===== config.mk =====
export PLATFORM = sky130hd
export DESIGN_NAME = stage_judge_flat
export DESIGN_NICKNAME = d
export VERILOG_FILES = /design/src/rtl/stage_judge_if.sv /design/src/rtl/stage_judge.sv /design/src/flat_wrapper.sv
export SDC_FILE = /design/constraint.sdc
export NUM_CORES = 1
export LEC_CHECK = 0
export CORE_MARGIN = 2
export CORE_UTILIZATION = 35
export DETAILED_ROUTE_END_ITERATION = 10
export PLACE_DENSITY = 0.68
export SLEW_MARGIN = 10
export SYNTH_ARGS = -nofsm -noshare
export SYNTH_HDL_FRONTEND = slang
export SYNTH_SLANG_ARGS = --single-unit

===== constraint.sdc =====
create_clock -name clk -period 1.7 [get_ports clk]
set_input_delay 0.17 -clock clk [delete_from_list [all_inputs] [get_ports clk]]
set_output_delay 0.17 -clock clk [all_outputs]
set_load 0.05 [all_outputs]

===== src/rtl/stage_judge_if.sv =====
// rtl/stage_judge_if.sv - Judge request/response bundle between game FSM and stage judge.
interface stage_judge_if;
    logic         start;
    logic         restart;
    logic [63:0]  wall;
    logic [63:0]  destination;
    logic [133:0] game_state;
    logic [1:0]   stage;
    logic         busy;
    logic         done;
    logic         win;
    logic         illegal;
    logic         all_clear;
    logic         load_stage;

    modport master (
        output start, restart, wall, destination, game_state,
        input  stage, busy, done, win, illegal, all_clear, load_stage
    );

    modport slave (
        input  start, restart, wall, destination, game_state,
        output stage, busy, done, win, illegal, all_clear, load_stage
    );
endinterface


===== src/rtl/stage_judge.sv =====
// rtl/stage_judge.sv - Sequential 64-cell win/illegal judge with stage advance and reload request.
module stage_judge #(
    parameter int NUM_STAGES = 2
) (
    input  logic          clk,
    input  logic          rst_n,
    stage_judge_if.slave  jif
);
    typedef enum logic [1:0] {IDLE, SCAN, REPORT, ADVANCE} state_t;

    localparam logic [1:0] LAST_STAGE = 2'(NUM_STAGES - 1);

    state_t      state, state_next;
    logic        accept_start, accept_restart;

    logic [63:0] box_q, dest_q, wall_q;
    logic [5:0]  man_q;
    logic [5:0]  idx;
    logic        miss, bad, ndest;
    logic        judge_win;

    logic [1:0]  stage_q;
    logic        busy_q, done_q, win_q, illegal_q, all_clear_q, load_q;

    logic        cell_box, cell_dest, cell_wall, cell_is_man;
    logic        unused_reserved;

    assign unused_reserved = ^jif.game_state[69:6];

    // Latched maps are shifted right each SCAN cycle, so bit 0 is always cell idx.
    assign cell_box    = box_q[0];
    assign cell_dest   = dest_q[0];
    assign cell_wall   = wall_q[0];
    assign cell_is_man = (idx == man_q);

    assign judge_win = ~miss & ~bad & ndest;

    always_ff @(posedge clk or negedge rst_n) begin
        if (!rst_n) begin
            state <= IDLE;
        end else begin
            state <= state_next;
        end
    end

    always_comb begin
        state_next     = state;
        accept_start   = 1'b0;
        accept_restart = 1'b0;
        case (state)
            IDLE: begin
                if (jif.restart) begin
                    accept_restart = 1'b1;
                end else if (jif.start && !all_clear_q) begin
                    accept_start = 1'b1;
                    state_next   = SCAN;
                end
            end
            SCAN: begin
                if (idx == 6'd63) begin
                    state_next = REPORT;
                end
            end
            REPORT: begin
                state_next = judge_win ? ADVANCE : IDLE;
            end
            ADVANCE: begin
                state_next = IDLE;
            end
            default: begin
                state_next = IDLE;
            end
        endcase
    end

    // All visible outputs are registered, so they trail the state by one cycle.
    always_ff @(posedge clk or negedge rst_n) begin
        if (!rst_n) begin
            box_q       <= '0;
            dest_q      <= '0;
            wall_q      <= '0;
            man_q       <= '0;
            idx         <= '0;
            miss        <= 1'b0;
            bad         <= 1'b0;
            ndest       <= 1'b0;
            stage_q     <= '0;
            busy_q      <= 1'b0;
            done_q      <= 1'b0;
            win_q       <= 1'b0;
            illegal_q   <= 1'b0;
            all_clear_q <= 1'b0;
            load_q      <= 1'b0;
        end else begin
            busy_q <= (state == SCAN) || (state == REPORT);
            done_q <= (state == REPORT);
            load_q <= accept_restart || ((state == ADVANCE) && (stage_q != LAST_STAGE));

            if (accept_start) begin
                box_q     <= jif.game_state[133:70];
                dest_q    <= jif.destination;
                wall_q    <= jif.wall;
                man_q     <= {jif.game_state[2:0], jif.game_state[5:3]};
                idx       <= '0;
                miss      <= 1'b0;
                bad       <= 1'b0;
                ndest     <= 1'b0;
                win_q     <= 1'b0;
                illegal_q <= 1'b0;
            end

            if (state == SCAN) begin
                miss   <= miss  | (cell_dest & ~cell_box);
                bad    <= bad   | (cell_box & cell_wall) | (cell_is_man & (cell_box | cell_wall));
                ndest  <= ndest | cell_dest;
                box_q  <= box_q  >> 1;
                dest_q <= dest_q >> 1;
                wall_q <= wall_q >> 1;
                idx    <= idx + 6'd1;
            end

            if (state == REPORT) begin
                win_q     <= judge_win;
                illegal_q <= bad;
            end

            if (state == ADVANCE) begin
                if (stage_q != LAST_STAGE) begin
                    stage_q <= stage_q + 2'd1;
                end else begin
                    all_clear_q <= 1'b1;
                end
            end
        end
    end

    assign jif.stage      = stage_q;
    assign jif.busy       = busy_q;
    assign jif.done       = done_q;
    assign jif.win        = win_q;
    assign jif.illegal    = illegal_q;
    assign jif.all_clear  = all_clear_q;
    assign jif.load_stage = load_q;
endmodule


===== src/flat_wrapper.sv =====
// flat-port wrapper written by rule: the top's interface ports become plain ports
module stage_judge_flat 
#(
    parameter int NUM_STAGES = 2
)
  (clk, rst_n, jif_start, jif_restart, jif_wall, jif_destination, jif_game_state, jif_stage, jif_busy, jif_done, jif_win, jif_illegal, jif_all_clear, jif_load_stage);
  stage_judge_if jif_i ();
  input  logic clk;
  input  logic rst_n;
  input wire logic [$bits(jif_i.start)-1:0] jif_start;
  input wire logic [$bits(jif_i.restart)-1:0] jif_restart;
  input wire logic [$bits(jif_i.wall)-1:0] jif_wall;
  input wire logic [$bits(jif_i.destination)-1:0] jif_destination;
  input wire logic [$bits(jif_i.game_state)-1:0] jif_game_state;
  output wire logic [$bits(jif_i.stage)-1:0] jif_stage;
  output wire logic [$bits(jif_i.busy)-1:0] jif_busy;
  output wire logic [$bits(jif_i.done)-1:0] jif_done;
  output wire logic [$bits(jif_i.win)-1:0] jif_win;
  output wire logic [$bits(jif_i.illegal)-1:0] jif_illegal;
  output wire logic [$bits(jif_i.all_clear)-1:0] jif_all_clear;
  output wire logic [$bits(jif_i.load_stage)-1:0] jif_load_stage;
  assign jif_i.start = jif_start;
  assign jif_i.restart = jif_restart;
  assign jif_i.wall = jif_wall;
  assign jif_i.destination = jif_destination;
  assign jif_i.game_state = jif_game_state;
  assign jif_stage = jif_i.stage;
  assign jif_busy = jif_i.busy;
  assign jif_done = jif_i.done;
  assign jif_win = jif_i.win;
  assign jif_illegal = jif_i.illegal;
  assign jif_all_clear = jif_i.all_clear;
  assign jif_load_stage = jif_i.load_stage;
  stage_judge #(.NUM_STAGES(NUM_STAGES)) u_core (.clk(clk), .rst_n(rst_n), .jif(jif_i));
endmodule

# == Yosys cells after proc, flatten, opt, wreduce, memory -nomap -nowiden ==
# Cells that the tools add are included.
# totals
register_bits,217
latch_bits,0
ram_bits,0
mem_bits_ro,0
inputBits,266
out_inout_bits,8
elab_cells,76
memories,0
# op_classes
n_addsub,2
n_mul,0
div_mod_pow,0
n_lt_le_gt_ge,0
eq_ne,9
shift,0
mux,24
bitwise,14
n_reduce_logical,11
# op_table
operator,count
64-bit two-way mux,6
6-bit two-way mux,2
1-bit two-way mux,11
2-bit two-way mux,4
2-bit case mux with 4 select lines,1
6-bit by 1-bit adder with 6-bit output (second input constant),1
6-bit == test,1
6-bit == test (second input constant),1
2-bit by 1-bit inequality test with 1-bit output (second input constant),3
1-bit AND,5
1-bit bitwise OR,5
2-bit == test (second input constant),2
1-bit inverter,4
2-bit AND reduction,2
2-bit nonzero test,2
3-bit AND reduction,1
2-bit by 1-bit adder with 2-bit output (second input constant),1
2-bit by 1-bit == test with 1-bit output (second input constant),1
1-bit logical AND,2
2-bit logical NOT,1
1-bit logical OR,2
2-bit inequality test (second input constant),1
1-bit logical NOT,1

# == Logic depth before layout (Yosys ltp) ==
# Gate-level depths: netlist (run 1).
# logic_depth
word_depth,7
depth_mapped,9
mapped_depth_nobuf,6

# == Worst setup path before layout (run 1) ==
# OpenSTA, ideal clock, no wires.
# synth_timing
path_kind,reg2reg
from,register u_core.all_clear_q (netlist: u_core.jif.all_clear)
to,register u_core.wall_q[23]
arrival_time_ns,1.550
required_time_ns,1.568
path_slack_ns,0.018
stages_incl_launch_ff,7
path_buffers,3
period_less_slack_ns,1.682
path_cell_list,dfrtp_1 -> and4bb_1 -> buf_6 -> buf_12 -> buf_8 -> mux2i_1 -> o21ai_1
# synth_via
elab_chain_len,6
# synth_rtl
item,line,text
start: declaration,stage_judge.sv:23,"logic busy_q, done_q, win_q, illegal_q, all_clear_q, load_q;"
start signal: assignment,stage_judge.sv:92,all_clear_q <= 1'b0;
start signal: assignment,stage_judge.sv:131,all_clear_q <= 1'b1;
1-bit logical NOT,stage_judge.sv:54,end else if (jif.start && !all_clear_q) begin
1-bit logical AND,stage_judge.sv:54,
1-bit two-way mux,stage_judge.sv:54,
1-bit two-way mux,stage_judge.sv:52,if (jif.restart) begin
1-bit two-way mux,stage_judge.sv:50,case (state)
2-bit nonzero test (no line),n/a,
end signal: assignment,stage_judge.sv:102,wall_q <= jif.wall;
end signal: assignment,stage_judge.sv:118,wall_q <= wall_q >> 1;
end: declaration,stage_judge.sv:16,"logic [63:0] box_q, dest_q, wall_q;"
# No other way between the ends.
# A chain may end at the register's enable or synchronous reset.

# == Worst setup path in the final report (run 1) ==
# layout_timing
from,register u_core.state[0]
to,register u_core.wall_q[55]
# layout_via
elab_chain_len,3
elab_cells_between_ends,5
# layout_rtl
item,line,text
start: declaration,stage_judge.sv:13,"state_t state, state_next;"
start signal: assignment,stage_judge.sv:42,state <= state_next;
2-bit logical NOT,stage_judge.sv:50,
1-bit two-way mux,stage_judge.sv:50,
2-bit nonzero test (no line),n/a,
# Parallel ways exist; a longest one is shown, timed or not.

==> results of run 1 <==
stage by stage:
| stage | util, % | cell area (um2) | hold WS (ns) | total power [uW] | setup TNS (ns) |
|---|---|---|---|---|---|
| 2_1_floorplan | - | 10090 | -0.1256 | 12900 | 0 |
| 3_3_place_gp | 45.58 | 13010 | 0.1578 | 15470 | -14.23 |
| 3_5_place_dp | 45.58 | 13010 | 0.1556 | 15740 | -14.93 |
| 4_1_cts | 48.69 | 13900 | 0.1493 | 21070 | -2.701 |
| 5_1_grt | 50.38 | 14380 | 0.1787 | 22530 | -12.48 |
| 6_report | 50.38 | 14380 | 0.1842 | 20970 | -1.251 |
worst register-to-register path: stages (launching register included):
cell and delay [ns]:
sky130_fd_sc_hd__dfrtp_1 0.39, sky130_fd_sc_hd__inv_2 0.08, sky130_fd_sc_hd__ha_4 0.13, sky130_fd_sc_hd__and4bb_4 0.26
sky130_fd_sc_hd__buf_6 0.16, sky130_fd_sc_hd__buf_12 0.16, sky130_fd_sc_hd__buf_12 0.14, sky130_fd_sc_hd__mux2i_1 0.23
sky130_fd_sc_hd__o21ai_1 0.09
what timing repair did:
action / 4_1_cts / 5_1_grt
setup endpoints to repair: 144 / 185
hold buffers: 1 / 0
gates cloned: 1 / 13
resized for setup: 12 / 39
pin swaps: 1 / 11
setup buffers: 3 / 8
hold endpoints to repair: 166 / 0
worst max path at each step:
stage,to,slack (ns),from
after detailed placement,u_core.dest_q[50],-0.14,jif_restart
after floorplan,u_core.wall_q[23],0.02,u_core.jif.all_clear
after global placement,u_core.box_q[27],-0.13,jif_restart
after global routing,u_core.wall_q[4],-0.13,u_core.state[0]
after CTS,u_core.dest_q[50],-0.08,u_core.state[0]
final,u_core.wall_q[55],-0.05,u_core.state[0]
layout make-up:
cell class,instances,area (um2)
inverter,5,18.77
multi-input combinational,666,4165
fill,2596,14170
timing repair buffer,305,3512
clock buffer,37,710.7
tap,384,480.5
sequential,217,5430
clock inverter,7,63.81
kinds of logic after synthesis:
kind of cell,synth area share (%)
buffers and inverters,5.430
and+or+nand+nor,9.460
xor gates and xnor gates,0.7811
DFF,53.81
adders and majority gates,0.8678
AOI/OAI and AO/OA,10.91
muxes,18.75
sequential cells by signal, summed over array words and instances, names as in the netlist:
name	flops
u_core.miss	1
u_core.bad	1
u_core.jif.stage	2
u_core.jif.busy	1
u_core.jif.load_stage	1
u_core.state	2
u_core.wall_q	64
u_core.jif.all_clear	1
u_core.dest_q	64
u_core.box_q	64
u_core.jif.illegal	1
u_core.ndest	1
u_core.man_q	6
u_core.idx	6
u_core.jif.win	1
u_core.jif.done	1
power by group:
group	internal (uW)	leakage, uW	total (uW)	switching [uW]
combinational	3550	0.00244	7540	3980
clock	3030	0.000385	5080	2050
sequential	7200	0.00290	8350	1150
layer usage:
| layer | track usage (%) | wire [um] |
|---|---|---|
| met1 | 19.98 | 10750 |
| met2 | 24.55 | 11510 |
| met3 | 4.386 | 1618 |
| met4 | 4.062 | 568 |
| met5 | 0 | 0 |
cell usage in the layout (no fill, tap or decap), types with 8 or more instances in the layout:
cell type                         instances
sky130_fd_sc_hd__dfrtp_1                217
sky130_fd_sc_hd__o21ai_1                192
sky130_fd_sc_hd__buf_12                  26
sky130_fd_sc_hd__buf_4                   39
sky130_fd_sc_hd__clkbuf_1                 8
sky130_fd_sc_hd__o21ai_0                 10
sky130_fd_sc_hd__nand2_1                228
sky130_fd_sc_hd__clkdlybuf4s50_1        200
sky130_fd_sc_hd__mux2i_1                184
sky130_fd_sc_hd__buf_6                    9
sky130_fd_sc_hd__clkbuf_16               36
sky130_fd_sc_hd__buf_8                   14
==> results list, run 1 <==
- In the synthesized netlist, the number of instances is 956.
- From synthesis to final layout, the design area changed by 42.50%.
- Antenna violations before repair: 0
- Cell type group with the largest total delay on the critical path: buffers and inverters
* Std cell rows: 62
* Number of vias per cell after detailed routing: 4.722
- In the post-synthesis netlist, the cell with the most instances is sky130_fd_sc_hd__nand2_1.
- # clock sinks: 217
- Starting utilization of the core area: 35.35%
- Final critical path time including I/O delays and setup: 1.748 ns
* Layout cell share with drive strength beyond 1: 12.21%
* Kind of end point of the critical path: register
* Hold violation total from the final report: 0
- Cell depth of the worst hold path: 3
- In this run the worst path has a maximum fanout of 7.
* Width of the die: 173.8 um
- A synthesized cell averages 10.56 um2.
- Once detail routing completed, the nets flagged for antenna violations numbered 0.
* Grt ovf: 0
* R2R depth: 8
- The net count of the finished layout is 1493.
- Among all stages on the critical path, the largest delay is contributed by sky130_fd_sc_hd__dfrtp_1.
- Walking the worst path, the cells encountered are inv_2, ha_4, and4bb_4, buf_6, buf_12, buf_12, mux2i_1, o21ai_1.
- The path class of the tightest hold or removal check is input port to register.
* Inserted Clock Buffers: 25
* Worst slew margin relative to its limit: 66.36%
- Portion of the post-synthesis area used by sequential elements: 53.81%
- The first global-routing pass estimated 37940 um of wire.
- The die is 173.8 um tall.
- Reg-to-Reg Start: u_core.state[0]
- The largest single stage delay on the critical path is 0.39 ns.
* Cell leakage power: approximately 0.0057 uW
* Fraction of synthesized cell area taken by the top area cell type: 53.81%
* Clock-pin slew of the registers on the worst-case setup and hold paths: 0.06 ns
- During I/O placement, the number of pins put on the boundary was 274.
- Slew Limit Fails: 0
* CTS tree: done
- The commonest cells after synthesis are sky130_fd_sc_hd__nand2_1, sky130_fd_sc_hd__dfrtp_1, sky130_fd_sc_hd__o21ai_1.
- Router iterations before antenna repair: 7
- Entering global routing, the biggest net connects 56 pins.
- Yosys synthesis warning count: 0
- After detailed routing, the average wire length per cell comes to about 15 um.
* Top_reg_cell synth: sky130_fd_sc_hd__dfrtp_1
- Gp weighted congestion: around 0.8
* Final standard cell count with taps included and fillers excluded: ~1600
- Across the VDD grid, the largest voltage drop is 0.7880 mV.
- The floorplan step defined a die boundary enclosing 30210 um2.
* R2R Setup Slk: -0.05 ns
- Terminating pin of the worst hold path: u_core.man_q[3]
* Starting DRC count in detailed routing: 364
- Most used cell along the critical path: sky130_fd_sc_hd__buf_12
- In this run, synthesis inferred 0 flip-flops with an integrated enable.
- In this run, synthesis produced a sequential element count of 217.
- Level count of the clock H-tree: 1
- Classification of the worst setup path: register to register
* Via count of the first global-routing pass: about 7600
* Ys async rst share: 100.0%
* Wirelength, routed: 24450 um
- Port buffering added 209 buffers.
* Vias post-DR: approximately 7700
- Including well taps, the total number of placed cells is 1552.
* Share of the clock period used by the worst path: 102.8%
- Global routing usage summed across all routing layers: 15.18%
* Synth cell types: 30
* Final-report setup violation count: 72
* Synth area leader: sky130_fd_sc_hd__dfrtp_1
- Net count after synthesis: ~1200
* Clk_lat worst skew: between 0.5 and 0.6 ns
- Power spread over the standard cell area amounts to 1458 nW/um2.
* Area of the mapped netlist: 10090 um2
- The number of buffers and inverters on the critical path is 4.
- After detailed routing, the number of remaining DRC violations is 0.
- The checks that failed: negative setup slack.
* Actual transition at the worst max-transition pin: 0.5046 ns
* Maximum clock insertion buffer count: 3
- After floorplanning, the core was sized to cover between 20000 and 30000 um2.
- Critical path startpoint category: register
- Sorting the synthesized cells by area gives the leading types as sky130_fd_sc_hd__dfrtp_1, sky130_fd_sc_hd__mux2i_1, sky130_fd_sc_hd__o21ai_1.
- Required arrival time at the worst endpoint: about 2.1 ns
* Setup Skew: 0.01632 ns
- After legalization and detailed placement, the total HPWL measured between 15000 and 20000 um.
- Before CTS, the worst setup slack after placement is -0.1445 ns.
* Maximum achievable frequency: 572.0 MHz
- RSZ-0062 raised after global routing: true
- Reg2reg end: u_core.wall_q[55]
- Post-route setup slack: -0.04838 ns
* Number of max-capacitance violations reported: 0
* Result of the run: finished with violations
- Root buffer selected by CTS: sky130_fd_sc_hd__clkbuf_16
- The critical path crosses 8 cells after its start point.
- The worst hold path begins at jif_game_state[0].
- The number of antenna diodes in the final layout is 0.
- For the worst setup path, the data arrival time is 2.15 ns.
(Power assumes the default switching activity.)
==> inputs of run 2 (changes only) <==
--- a/config.mk
+++ b/config.mk
@@ -6,9 +6,9 @@
 export NUM_CORES = 1
 export LEC_CHECK = 0
 export CORE_MARGIN = 2
-export CORE_UTILIZATION = 35
+export CORE_UTILIZATION = 44
 export DETAILED_ROUTE_END_ITERATION = 10
-export PLACE_DENSITY = 0.68
+export PLACE_DENSITY = 0.82
 export SLEW_MARGIN = 10
 export SYNTH_ARGS = -nofsm -noshare
 export SYNTH_HDL_FRONTEND = slang
==> run 2 against run 1 <==
  * The run still ends with negative setup slack left
  * Cell area shrank 4.6%
  * Global-route usage rose by 4.0 points
  * First-iteration DRC count is 22% higher
  * Flip-flop and latch count stayed put
  * Die area decreased by 20%
  * Sequential power up 0.6%
  * Worst setup slack improved by 0.023 ns
  * Critical path type unchanged
  * Largest cell class unchanged
  * Largest power group unchanged
  * Highest routed layer unchanged
==> results list, run 2 (same netlist as run 1, synthesis figures left out) <==
* Result of the run: finished with violations
* Violations in the final reports: negative setup slack
- The initialized floorplan defines 55 standard-cell rows.
* Setup Skew: 0.01724 ns
* Longest individual stage delay on the worst path: 0.39 ns
* Final critical path time including I/O delays and setup: 1.725 ns
- The routed layout has 7661 vias.
- The worst setup path is launched from a register.
* Wirelength, routed: 23370 um
- Number of placed I/O pins: roughly 270
- Remaining routing DRC violations: 0
- Maximum achievable frequency: 579.6 MHz
- Gp weighted congestion: 0.8008
* Area grow syn2layout: 35.93%
* Number of vias per cell after detailed routing: between 5 and 6
- Global routing used 19.15% of the available tracks across all layers.
* Int Power: approximately 13000 uW
- Inserted Clock Buffers: 25
- Kind of end point of the critical path: register
- Detailed placement ended at an HPWL of ~16000 um.
* Critical-path maximum fanout: 9
* Largest net degree at the start of global routing: about 110
- Pwr Total: 20590 uW
* Cell leakage power: around 0.0054 uW
* Psw: 7180 uW
- The critical path goes through inv_2, ha_4, and4bb_4, buf_12, buf_16, mux2i_1, o21ai_1.
* Clk_lat worst skew: 0.51 ns
- Level count of the clock H-tree: 1
- Starting DRC count in detailed routing: about 440
- The die is about 160 um wide.
- Worst hold-check path type: input port to asynchronous set/reset pin
- Dividing total power by cell area gives a power density of 1501 nW/um2.
* Slew Limit Fails: 0
- Actual transition at the worst max-transition pin: 0.4407 ns
* Antenna violations before repair: 1
- Switching Fraction: 34.88%
- Setup violations remaining at the end of the flow were counted as 9.
- The floorplan step set the die height to 155.5 um.
- Share of the clock period used by the worst path: 101.5%
- The setup path with the least slack is of type register to register.
- Combinational group share of total power: between 30% and 40%
- Leading cell types in the layout, fill and taps excluded: sky130_fd_sc_hd__nand2_1, sky130_fd_sc_hd__dfrtp_1, sky130_fd_sc_hd__clkdlybuf4s50_1
- Cell type of the slowest stage on the worst timing path: sky130_fd_sc_hd__dfrtp_1
* Core region area: between 20000 and 25000 um2
- Global routing finished with a remaining overflow of 0.
- Post-detailed-route count of antenna-violating nets: 0
- Worst slew margin relative to its limit: 70.62%
* Root buffer selected by CTS: sky130_fd_sc_hd__clkbuf_16
- Of the total power, the clock network draws approximately 25%.
- For this configuration, the core starts out at a cell density of 44.71%.
* Post-route setup slack: -0.02533 ns
- The first detailed-routing pass ran for 6 iterations.
- Sequential share of power: approximately two fifths
- Antenna cells: 0
- STA puts the critical path data required time at between 2 and 2.5 ns.
- The clock drives 217 sinks.
- RSZ-0062 raised after global routing: true
* Count of input and output buffers: around 210
- Total Die Area: 24160 um2
- Hold violation total from the final report: 0
- Number of max-capacitance violations reported: 0
- Leaving out fill and tap cells, the most frequent cell in the layout is sky130_fd_sc_hd__nand2_1.
- Via count of the first global-routing pass: 7765
- Number of nets in the layout: 1454
- Wirelength per Cell: 15.76 um
- Clock-pin slew of the registers on the worst-case setup and hold paths: 0.06 ns
* Global-route wire length before repair: between 30000 and 40000 um
* Worst path arrival time: 2.09 ns
* Largest registers in the final layout: u_core.box_q (64), u_core.dest_q (64), u_core.wall_q (64)
* Layout cell share with drive strength beyond 1: approximately a tenth
- CTS tree: done
- No sink is reached through more buffers than the 3 on the longest clock path.
- Once layout is complete, the utilization of the core stands at about three fifths.
- VDD sags by at most 0.9419 mV.
[run 2: changes by cell type in the layout (fill, tap and decap cells not counted), moves of 2 or more]
cell	before	now
sky130_fd_sc_hd__clkbuf_16	36	25
sky130_fd_sc_hd__buf_8	14	4
sky130_fd_sc_hd__buf_4	39	31
sky130_fd_sc_hd__mux2i_1	184	176
sky130_fd_sc_hd__mux2i_2	5	12
sky130_fd_sc_hd__buf_6	9	3
sky130_fd_sc_hd__clkbuf_8	4	9
sky130_fd_sc_hd__o21ai_1	192	188
sky130_fd_sc_hd__o21ai_2	1	4
sky130_fd_sc_hd__buf_12	26	24
sky130_fd_sc_hd__clkbuf_1	8	6
sky130_fd_sc_hd__dlygate4sd2_1	2	0
[run 2: worst paths after layout]
path | from | endpoint | slack, ns | cells past startpoint
worst max-delay path | u_core.state[0] | u_core.wall_q[48] | -0.03 | 7
worst min-delay path | rst_n | u_core.dest_q[54] | 0.19 | 2
worst max register to register | u_core.state[0] | u_core.wall_q[48] | -0.03 | 7
worst min register to register | u_core.box_q[53] | u_core.box_q[52] | 0.48 | 2
max in group asynchronous | rst_n | u_core.wall_q[23] | 0.86 | 3
min in group clk | jif_game_state[2] | u_core.man_q[5] | 0.20 | 3
[run 2: layout make-up]
cell class | count | area, um2
multi-input combinational | 666 | 4219
tap | 285 | 356.6
timing repair buffer | 266 | 2902
inverter | 5 | 18.77
clock inverter | 4 | 20.02
sequential | 217 | 5430
clock buffer | 40 | 772.0
fill | 1819 | 8853
[run 2: repair_timing]
item,4_1_cts,5_1_grt
setup endpoints to repair,87,187
cloned,2,0
endpoints found under the hold margin,98,0
hold buffers,1,0
buffers inserted,3,1
pin swaps,0,3
gates resized for setup,13,23
[run 2: worst max-delay path, delay by kind of cell, from the launching register on]
family	cells	cell delay [ns]
flip-flops	1	0.39
multiplexers	1	0.23
adder cells (fa/ha/maj)	1	0.13
AND/OR/NAND/NOR	1	0.32
buffers and inverters	3	0.42
AO/OA/AOI/OAI	1	0.09
[run 2: power groups by stage]
stage / combinational [uW] / sequential (uW) / clock (uW)
floorplan: 4540 / 8360 / 0
global placement: 6640 / 8310 / 0
detailed placement: 6940 / 8400 / 0
CTS: 7040 / 8360 / 5260
global route: 7990 / 8650 / 5490
finish: 7060 / 8400 / 5120
[run 2: metrics by stage]
| stage | cell area, um2 | setup slack (ns) | setup TNS [ns] | std cells | hold WS [ns] |
|---|---|---|---|---|---|
| final | 13720 | -0.02533 | -0.09002 | 1483 | 0.1925 |
| after floorplan | 10090 | 0.01824 | 0 | 956 | -0.1256 |
| after global routing | 13720 | -0.1107 | -9.414 | 1483 | 0.2076 |
| after detailed placement | 12690 | -0.1727 | -15.83 | 1432 | 0.1247 |
| after CTS | 13620 | -0.02430 | -0.1317 | 1482 | 0.1794 |
| after global placement | 12690 | -0.06641 | -4.150 | 1432 | 0.1220 |
[run 2: routing by layer]
metal | global-route usage [%] | part of all wire [%] | up-vias
met5 | 0 | 0 | -
met4 | 3.888 | 1.5 | 0
met3 | 4.847 | 7.2 | 32
met2 | 31.84 | 48 | 202
met1 | 25.62 | 44 | 3700
li1 | - | - | 3727
==> inputs of run 3 (changes only) <==
--- a/config.mk
+++ b/config.mk
@@ -6,9 +6,12 @@
 export NUM_CORES = 1
 export LEC_CHECK = 0
 export CORE_MARGIN = 2
-export CORE_UTILIZATION = 44
+export CORE_UTILIZATION = 45
+export CTS_BUF_LIST = sky130_fd_sc_hd__clkbuf_4
 export DETAILED_ROUTE_END_ITERATION = 10
-export PLACE_DENSITY = 0.82
+export MAX_ROUTING_LAYER = met4
+export PLACE_DENSITY = 0.83
+export SETUP_SLACK_MARGIN = 0.3
 export SLEW_MARGIN = 10
 export SYNTH_ARGS = -nofsm -noshare
 export SYNTH_HDL_FRONTEND = slang
==> run 3 against run 2 <==
  * Cell count grew 4.2%
  * Non-clock buffer count grew 11
  * Combinational power grew 5.1%
  * Sequential power grew 0.5%
  * Cell area grew 0.23%
  * Sequential share of layout area shrank 0.081 points
  * Flip-flop and latch count is the same
  * The flow still finishes with violations (negative setup slack)
  * Largest cell class unchanged
==> results list, run 3 (same netlist as run 1, synthesis figures left out) <==
- The flow ran to the end, but the final reports show violations.
- The final reports fail on negative setup slack.
- The worst pin sits at a relative slew slack of 55.42%.
* Inserted Clock Buffers: 57
* Combined flip-flop and latch cell area: 5431 um2
- Wirelength, routed: 24010 um
- RSZ-0062 raised after global routing: true
* Pwr Density: 1471 nW/um2
- STA classifies the critical path endpoint as a register.
* Level count of the clock H-tree: 2
- The worst setup path is launched from a register.
- Setup violations remaining at the end of the flow were counted as 116.
- Grt ovf: 0
- Std cell rows: 54
- Combined area of the multi-input logic cells: 4190 um2
* Via count of the first global-routing pass: 8066
- In this run the clock root is driven by a sky130_fd_sc_hd__clkbuf_4.
- Classification of the worst setup path: register to register
* Setup Skew: 0.06419 ns
- The tightest hold path in the finished design has a slack of 0.07355 ns.
- Total of fill cells in the finished design: 1702
- R2R Setup Slk: -0.13 ns
* Global routing usage summed across all routing layers: 20.32%
- Number of placed I/O pins: 274
- Entering global routing, the biggest net connects 43 pins.
- The clock reaches the later pin of the worst-skew pair after 0.67 ns.
* Largest registers in the final layout: u_core.box_q (64), u_core.dest_q (64), u_core.wall_q (64)
- Maximum achievable frequency: roughly 550 MHz
- Global-route wire length before repair: about 39000 um
- Actual transition at the worst max-transition pin: about 0.67 ns
* Post-route setup slack: -0.1257 ns
* Layout cell share with drive strength beyond 1: 14.70%
* R2R depth: 7
- Detailed placement ended at an HPWL of 16230 um.
* Maximum clock insertion buffer count: 3
- # clock sinks: between 200 and 250
- After the first detailed-routing iteration, the DRC count stood at 342.
- Hold violation total from the final report: 0
* Critical-path maximum fanout: 13
* Gp weighted congestion: 0.8298
- Wirelength per Cell: 15.53 um
- The startpoint identified for the worst hold timing path is jif_wall[63].
- CTS tree: done
- Pwr Total: between 20000 and 25000 uW
* Width of the die: around 150 um
* Clock-pin slew of the registers on the worst-case setup and hold paths: about 0.06 ns
- Summing all non-filler instances in the final layout gives an area of 13750 um2.
- The placed instances occupy a cell area of ~13000 um2.
- Timing analysis after detailed placement gives a worst setup slack of -0.1133 ns.
- Height of the die: 153.8 um
- Cell leakage power: approximately 0.0056 uW
- Post-detailed-route count of antenna-violating nets: 0
* Number of nets in the layout: about 1500
- Max-cap violations in this run came to 0.
- The worst hold path terminates at u_core.wall_q[63].
- The tightest min-delay check is of the input port to register type.
* Reg-to-Reg Start: u_core.state[0]
- Starting utilization of the core area: ~46%
- Commonest non-fill, non-tap cell in the layout: sky130_fd_sc_hd__nand2_1
* Core region area: 21890 um2
* Maximum resistive drop on vdd: 0.6580 mV
- Required arrival time at the worst endpoint: 2.21 ns
- Data on the critical path arrives at its endpoint at 2.33 ns.
- Relative to the synthesized area, the layout overhead comes to 36.24%.
* Slew Limit Fails: 0
- Remaining routing DRC violations: 0
- Vias post-DR: 7851
- The worst hold path was traced through 3 stages.
* Count of input and output buffers: 209
- Router iterations before antenna repair: 5
- Final critical path time including I/O delays and setup: ~1.8 ns
- Number of vias per cell after detailed routing: slightly above 5
- Leading cell types in the layout, fill and taps excluded: sky130_fd_sc_hd__nand2_1, sky130_fd_sc_hd__dfrtp_1, sky130_fd_sc_hd__clkdlybuf4s50_1
* Share of the clock period used by the worst path: 107.4%
- Total Die Area: 23640 um2
* Util after Layout: a little over three fifths
- The initial antenna violation count was 1.
- The endpoint identified for the worst register-to-register timing path is u_core.dest_q[32].
-- run 3: cell count changes in the layout (fill, tap and decap cells not counted), sizes merged --
cell / delta
inv: +1
dlygate4sd3: +2
clkinv: +9
buf: +5
diode: +1
clkbuf: +50
-- run 3: timing repair --
| item | 4_1_cts | 5_1_grt |
|---|---|---|
| setup buffers | 3 | 0 |
| endpoints found under the hold margin | 217 | 0 |
| hold buffers | 4 | 0 |
| cloned | 0 | 4 |
| resized for setup | 58 | 9 |
| pin swaps | 0 | 1 |
| endpoints found under the setup margin | 213 | 218 |
-- run 3: worst max-delay path by stage --
| stage | startpoint | endpoint | cells past startpoint |
|---|---|---|---|
| 2_1_floorplan | u_core.state[1] | u_core.wall_q[23] | 8 |
| 3_3_place_gp | jif_restart | u_core.wall_q[23] | 6 |
| 3_5_place_dp | jif_restart | u_core.wall_q[36] | 6 |
| 4_1_cts | u_core.state[0] | u_core.dest_q[53] | 7 |
| 5_1_grt | u_core.state[0] | u_core.dest_q[32] | 7 |
| 6_report | u_core.state[0] | u_core.dest_q[32] | 7 |
-- run 3: through the flow --
step | instances | TNS (ns)
after global placement | 1434 | -7.637
after floorplan | 956 | 0
after global routing | 1546 | -16.58
after detailed placement | 1434 | -10.99
final | 1546 | -3.828
after CTS | 1541 | -2.043
-- run 3: cell type report --
| cell class | count | share of cell area (%) |
|---|---|---|
| flip-flops and latches | 217 | 39.50 |
| diodes | 1 | 0.01820 |
| repair buffers | 277 | 22.22 |
| inverters | 5 | 0.1365 |
| clock buffers | 86 | 4.696 |
| multi-input cells | 666 | 30.48 |
| clock inverters | 14 | 0.4004 |
| well taps | 280 | 2.548 |
-- run 3: layer usage --
| layer | vias up | track usage [%] | wire length (um) |
|---|---|---|---|
| met3 | 28 | 4.735 | 1471 |
| met5 | - | - | 0 |
| li1 | 3849 | - | - |
| met4 | 0 | 5.941 | 274 |
| met2 | 242 | 32.15 | 11730 |
| met1 | 3732 | 26.35 | 10540 |
-- run 3: power breakdown --
part,total [uW],leakage (uW),switching [uW],internal [uW]
sequential,8440,0.00290,1250,7200
combinational,7420,0.00223,4000,3420
clock,4360,0.000425,2070,2290
-- run 3: worst max-delay path, stage by stage, from the launching register on --
cell and delay (ns):
sky130_fd_sc_hd__dfrtp_1 0.39, sky130_fd_sc_hd__inv_2 0.10, sky130_fd_sc_hd__ha_4 0.15, sky130_fd_sc_hd__and4bb_4 0.28, sky130_fd_sc_hd__buf_12 0.19, sky130_fd_sc_hd__clkbuf_16 0.21
sky130_fd_sc_hd__mux2i_1 0.23, sky130_fd_sc_hd__o21ai_1 0.11
